$ cat src/rtl/operand_scoreboard.sv
// Per-register latency scoreboard for decode-stage operand hazards.
// Forwards from the shared result bus and requests a stall while a source register is still pending.
module operand_scoreboard #(
    parameter int unsigned XLEN    = 32,
    parameter int unsigned NRD     = 2,
    parameter int unsigned MAX_LAT = 4,
    localparam int unsigned LATW   = $clog2(MAX_LAT + 1)
) (
    input  logic                  clk,
    input  logic                  rst,
    input  logic                  issue_valid,
    input  logic                  issue_wreg,
    input  logic [4:0]            issue_waddr,
    input  logic [LATW-1:0]       issue_lat,
    input  logic                  flush,
    input  logic [NRD-1:0]        rd_en,
    input  logic [NRD*5-1:0]      rd_addr,
    input  logic [NRD*XLEN-1:0]   rf_data,
    input  logic                  res_valid,
    input  logic [4:0]            res_addr,
    input  logic [XLEN-1:0]       res_data,
    output logic [NRD*XLEN-1:0]   operand,
    output logic                  stall,
    output logic [31:0]           busy_mask,
    output logic [31:0]           stall_cycles
);

    localparam int unsigned NREG = 32;
    localparam int unsigned SCW  = 32;

    logic [LATW-1:0] cnt_q [NREG];
    logic [LATW-1:0] cnt_d [NREG];
    logic [SCW-1:0]  stall_cycles_q;
    logic [SCW-1:0]  stall_cycles_d;
    logic [LATW-1:0] lat_clamped;
    logic [NRD-1:0]  port_stall;
    logic            accept;

    // Latency clamp: zero behaves as one cycle, oversize saturates at MAX_LAT
    always_comb begin
        lat_clamped = issue_lat;
        if (issue_lat == '0) begin
            lat_clamped = LATW'(1);
        end else if (issue_lat > LATW'(MAX_LAT)) begin
            lat_clamped = LATW'(MAX_LAT);
        end
    end

    // Per-port forwarding and hazard detection
    always_comb begin
        operand    = rf_data;
        port_stall = '0;
        for (int unsigned i = 0; i < NRD; i++) begin
            logic [4:0]      a;
            logic [LATW-1:0] c;
            logic            hit;
            a   = rd_addr[5*i +: 5];
            c   = cnt_q[a];
            hit = res_valid && (res_addr == a) && (a != 5'd0);
            if (hit) begin
                operand[XLEN*i +: XLEN] = res_data;
            end
            port_stall[i] = rd_en[i] && (a != 5'd0) &&
                            ((c > LATW'(1)) || ((c == LATW'(1)) && !hit));
        end
    end

    assign stall  = |port_stall;
    assign accept = issue_valid && !stall && !flush;

    // Counter next state: decrement, then issue load overrides, flush clears everything
    always_comb begin
        for (int unsigned r = 0; r < NREG; r++) begin
            cnt_d[r] = (cnt_q[r] != '0) ? cnt_q[r] - LATW'(1) : '0;
        end
        if (accept && issue_wreg && (issue_waddr != 5'd0)) begin
            cnt_d[issue_waddr] = lat_clamped;
        end
        if (flush) begin
            for (int unsigned r = 0; r < NREG; r++) begin
                cnt_d[r] = '0;
            end
        end
        cnt_d[0] = '0;
    end

    always_comb begin
        stall_cycles_d = stall_cycles_q;
        if (stall && (stall_cycles_q != '1)) begin
            stall_cycles_d = stall_cycles_q + SCW'(1);
        end
    end

    always_ff @(posedge clk) begin
        if (rst) begin
            for (int unsigned r = 0; r < NREG; r++) begin
                cnt_q[r] <= '0;
            end
            stall_cycles_q <= '0;
        end else begin
            for (int unsigned r = 0; r < NREG; r++) begin
                cnt_q[r] <= cnt_d[r];
            end
            stall_cycles_q <= stall_cycles_d;
        end
    end

    always_comb begin
        busy_mask = '0;
        for (int unsigned r = 1; r < NREG; r++) begin
            busy_mask[r] = (cnt_q[r] != '0);
        end
    end

    assign stall_cycles = stall_cycles_q;

endmodule

$ cat config.mk
export PLATFORM = sky130hd
export DESIGN_NAME = operand_scoreboard
export DESIGN_NICKNAME = d
export VERILOG_FILES = /design/src/rtl/operand_scoreboard.sv
export SDC_FILE = /design/constraint.sdc
export NUM_CORES = 1
export LEC_CHECK = 0
export ABC_CLOCK_PERIOD_IN_PS = 3100
export BUFFER_PORTS_ARGS = -buffer_cell sky130_fd_sc_hd__buf_4
export CELL_PAD_IN_SITES_DETAIL_PLACEMENT = 0
export CELL_PAD_IN_SITES_GLOBAL_PLACEMENT = 2
export CORE_AREA = 2 2 186 188
export CTS_CLUSTER_SIZE = 10
export DETAILED_ROUTE_END_ITERATION = 8
export DIE_AREA = 0 0 188 190
export HOLD_SLACK_MARGIN = 0.1
export PLACE_DENSITY_LB_ADDON = 0.1
export SLEW_MARGIN = 20
export SYNTH_ARGS = -nofsm -noshare
export SYNTH_HDL_FRONTEND = slang
export SYNTH_SLANG_ARGS = --single-unit
export TNS_END_PERCENT = 100
$ cat constraint.sdc
create_clock -name clk -period 3.1 [get_ports clk]
set_clock_uncertainty 0.1 [all_clocks]
set_input_delay 0.465 -clock clk [delete_from_list [all_inputs] [get_ports clk]]
set_output_delay 0.465 -clock clk [all_outputs]
set_load 0.02 [all_outputs]
==> metrics.txt <==
Post-Place Cell Area=12300 µm²; Worst R2R Path Depth=10; synth-to-layout area growth=44.8%; post-layout min period=3.22 ns; Avg Cell Area, Syn=8.65 µm²; Setup violations, final=10; Routed wire per std cell=18.6 µm; Die Y=190 µm; Achievable Freq=311 MHz; CTS Sinks=125; final hold vios=0; Max Cap Violations=0; share of cells above drive strength 1=41.3%; Antenna Nets Post-Route=0; grt ovf=0; Avg Vias per Cell=4.74; global-route wire length before repair=52.2 mm; Crit path arrival time=2.66 ns; Starting Density=27.3%; number of global-route vias before repair=8779; RSZ-0062 raised after global routing=yes; top sig layer=met4; # IOs=256; DP Cell Count=1828; Clock H-tree levels=4; Routed WL=34.7 mm; #FFs+latches synth=125; largest net degree at the start of global routing=63; mapped cell area=9280 µm²; dominant synthesized flop cell=dfxtp_1; DR vias=8877; sequential area share after synthesis=27.0%; crit-path max FO=3; metal2 WL=16.7 mm; Initial DRC Count=361; power per standard cell area=332 nW/µm²; most common cell after layout, fill and taps aside=buf_4; min-delay worst type=primary input to flop; FF-to-FF End=cnt_q[17][1]; Reg clk slew, reported paths=0.06 ns; DRC=0; critical path type=flop to output pin; number of fill cells=3468; CP cell instances=or2_4, mux4_2, mux2i_2, a2111oi_2, nor4_1, o22a_2, inv_8, buf_12, buf_8; Die ar.=35700 µm²; Worst R2R Start=cnt_q[7][2]; CP required=2.53 ns; Core ar.=33900 µm²; Longest Clk Path Bufs=2; M1 wire length=15.9 mm; Skew-Pair Late Insertion Delay=0.42 ns; HP Start=rst; row cnt=68; max_slew headroom=36.2%; Crit. End Element=output pin; Mapped Nets=1262; Max IR drop VDD=276 µV; fin area=13400 µm²; commonest cells after routing, fill and taps aside=buf_4 (339), nand2_1 (115), dfxtp_1 (108); met3 WL=1.60 mm; DRT Pass-1 Iters=5; Final Cycle Share=104%; library cells used by synthesis=65; CTS Buf Count=17; Hold EP=stall_cycles[3]; Synth async-reset ratio=0%; Crit-path slowest cell=mux4_2; Mapped Cells=1072; Post-synth EDFFs=0; Die X=188 µm; startpoint types=flop; CTS root buf=clkbuf_16; fin worst setup slack=-0.120 ns; hold path cells=3; GRT Util Overall=19.2%; Layout Cells excl Fill=1871; Lkg Pwr=0.00619 µW; Final Power=4460 µW; Tightest Pin Transition=0.955 ns; failing checks=negative setup slack; number of port buffers=254; antenna violations before repair=5; Slew Viols, Final=0; Detail Placement HPWL=26.3 mm; worst slack, placed=-0.387 ns; GP Congestion=0.829; CTS tree=yes; fin nets=1587; crit-path max cell delay=0.52 ns; Worst R2R Setup Slack=-0.07 ns; Yosys warnings=0; outcome=finished with violations
-- registers in the layout, indices dropped and copies added (netlist names) --
register	cells
cnt_q	93
stall_cycles	32
-- worst max path at each step --
stage / slack [ns] / start / to
global route: -0.26 / cnt_q[7][2] / stall
global placement: -0.32 / rd_addr[5] / cnt_q[12][1]
detailed placement: -0.39 / rd_addr[5] / cnt_q[20][1]
floorplan: 0.005 / rd_addr[0] / cnt_q[1][1]
CTS: -0.12 / cnt_q[7][1] / stall
finish: -0.12 / cnt_q[7][2] / stall
-- metrics by stage --
step / hold slack, ns / setup TNS [ns] / util [%]
finish: 0.319 / -0.467 / 39.6
global route: 0.342 / -5.41 / 39.6
CTS: 0.299 / -0.871 / 38.7
detailed placement: 0.422 / -32.27 / 36.3
global placement: 0.415 / -25.67 / 36.3
floorplan: 0.453 / 0 / -
-- cell usage after synthesis (2+ instances only) --
| cell | number | area share (%) |
|---|---|---|
| mux2i_1 | 67 | 7.2 |
| nor2_1 | 87 | 3.5 |
| mux4_2 | 23 | 5.6 |
| or4_4 | 2 | 0.24 |
| nor2b_1 | 24 | 1.6 |
| o211ai_1 | 3 | 0.24 |
| inv_1 | 103 | 4.2 |
| nor3_2 | 22 | 2.4 |
| or3_1 | 40 | 2.7 |
| nand3b_1 | 3 | 0.24 |
| or2_0 | 3 | 0.20 |
| and3_1 | 16 | 1.1 |
| o31ai_1 | 8 | 0.65 |
| buf_2 | 11 | 0.59 |
| dfxtp_1 | 125 | 27 |
| buf_4 | 6 | 0.49 |
| nor4_1 | 3 | 0.20 |
| a21oi_1 | 52 | 2.8 |
| o21ai_0 | 7 | 0.38 |
| buf_1 | 3 | 0.12 |
| a31oi_1 | 2 | 0.13 |
| xnor2_1 | 10 | 0.94 |
| nand2_1 | 115 | 4.7 |
| inv_2 | 4 | 0.16 |
| and2_1 | 4 | 0.27 |
| nand4_1 | 19 | 1.3 |
| or2_2 | 3 | 0.20 |
| or4_1 | 12 | 0.97 |
| nor3_1 | 20 | 1.1 |
| buf_6 | 3 | 0.36 |
| mux2_2 | 67 | 8.1 |
| a31o_1 | 4 | 0.38 |
| clkbuf_1 | 38 | 1.5 |
| nand3_1 | 19 | 1.0 |
| ha_1 | 63 | 8.5 |
| a211oi_1 | 5 | 0.40 |
| mux2_1 | 48 | 5.8 |
-- cell type report --
type                    count  area, µm²  area share [%]
multi-input cells         779       6380            47.5
repair buffers            367       2910            21.6
flip-flops and latches    125       2530            18.8
well taps                 455        569            4.24
clock buffers              23        488            3.63
inverters                 107        412            3.06
clock inverters             9        133           0.987
diodes                      6       15.0           0.112
-- metal layers --
layer	GRT usage, %	vias up
met5	0	-
met4	5.75	0
met3	3.62	28
met2	32.2	269
met1	25.0	4232
li1	-	4348
-- logic make-up (layout without fill, tap and decap cells) --
kind of cell / after synthesis / in the layout / share of synthesized area (%)
AOI/OAI and AO/OA: 97 / 97 / 6.56
xor gates and xnor gates: 10 / 10 / 0.944
adders and majority gates: 63 / 63 / 8.50
buffers and inverters: 168 / 506 / 7.43
DFF: 125 / 125 / 27.0
muxes: 206 / 206 / 26.9
other: 1 / 7 / 0.0404
and+or+nand+nor: 402 / 402 / 22.6
-- repair_timing --
action	CTS	global route
setup buffers	4	2
resized for setup	40	74
hold buffers	0	0
gates cloned	0	0
pin swaps	5	27
setup endpoints to repair	75	172
-- worst max-delay path, delay by kind of cell, from the launching register on --
kind,cells,cell delay [ns]
AOI/OAI and AO/OA,2,0.37
DFF,1,0.32
muxes,2,0.70
and+or+nand+nor,2,0.54
buffers and inverters,3,0.30
-- report_power, final --
| group | internal (µW) | switching [µW] |
|---|---|---|
| clock network | 1350 | 761 |
| registers | 1610 | 4.85 |
| logic | 347 | 392 |
| total | 3310 | 1160 |
(Power assumes the default switching activity.)
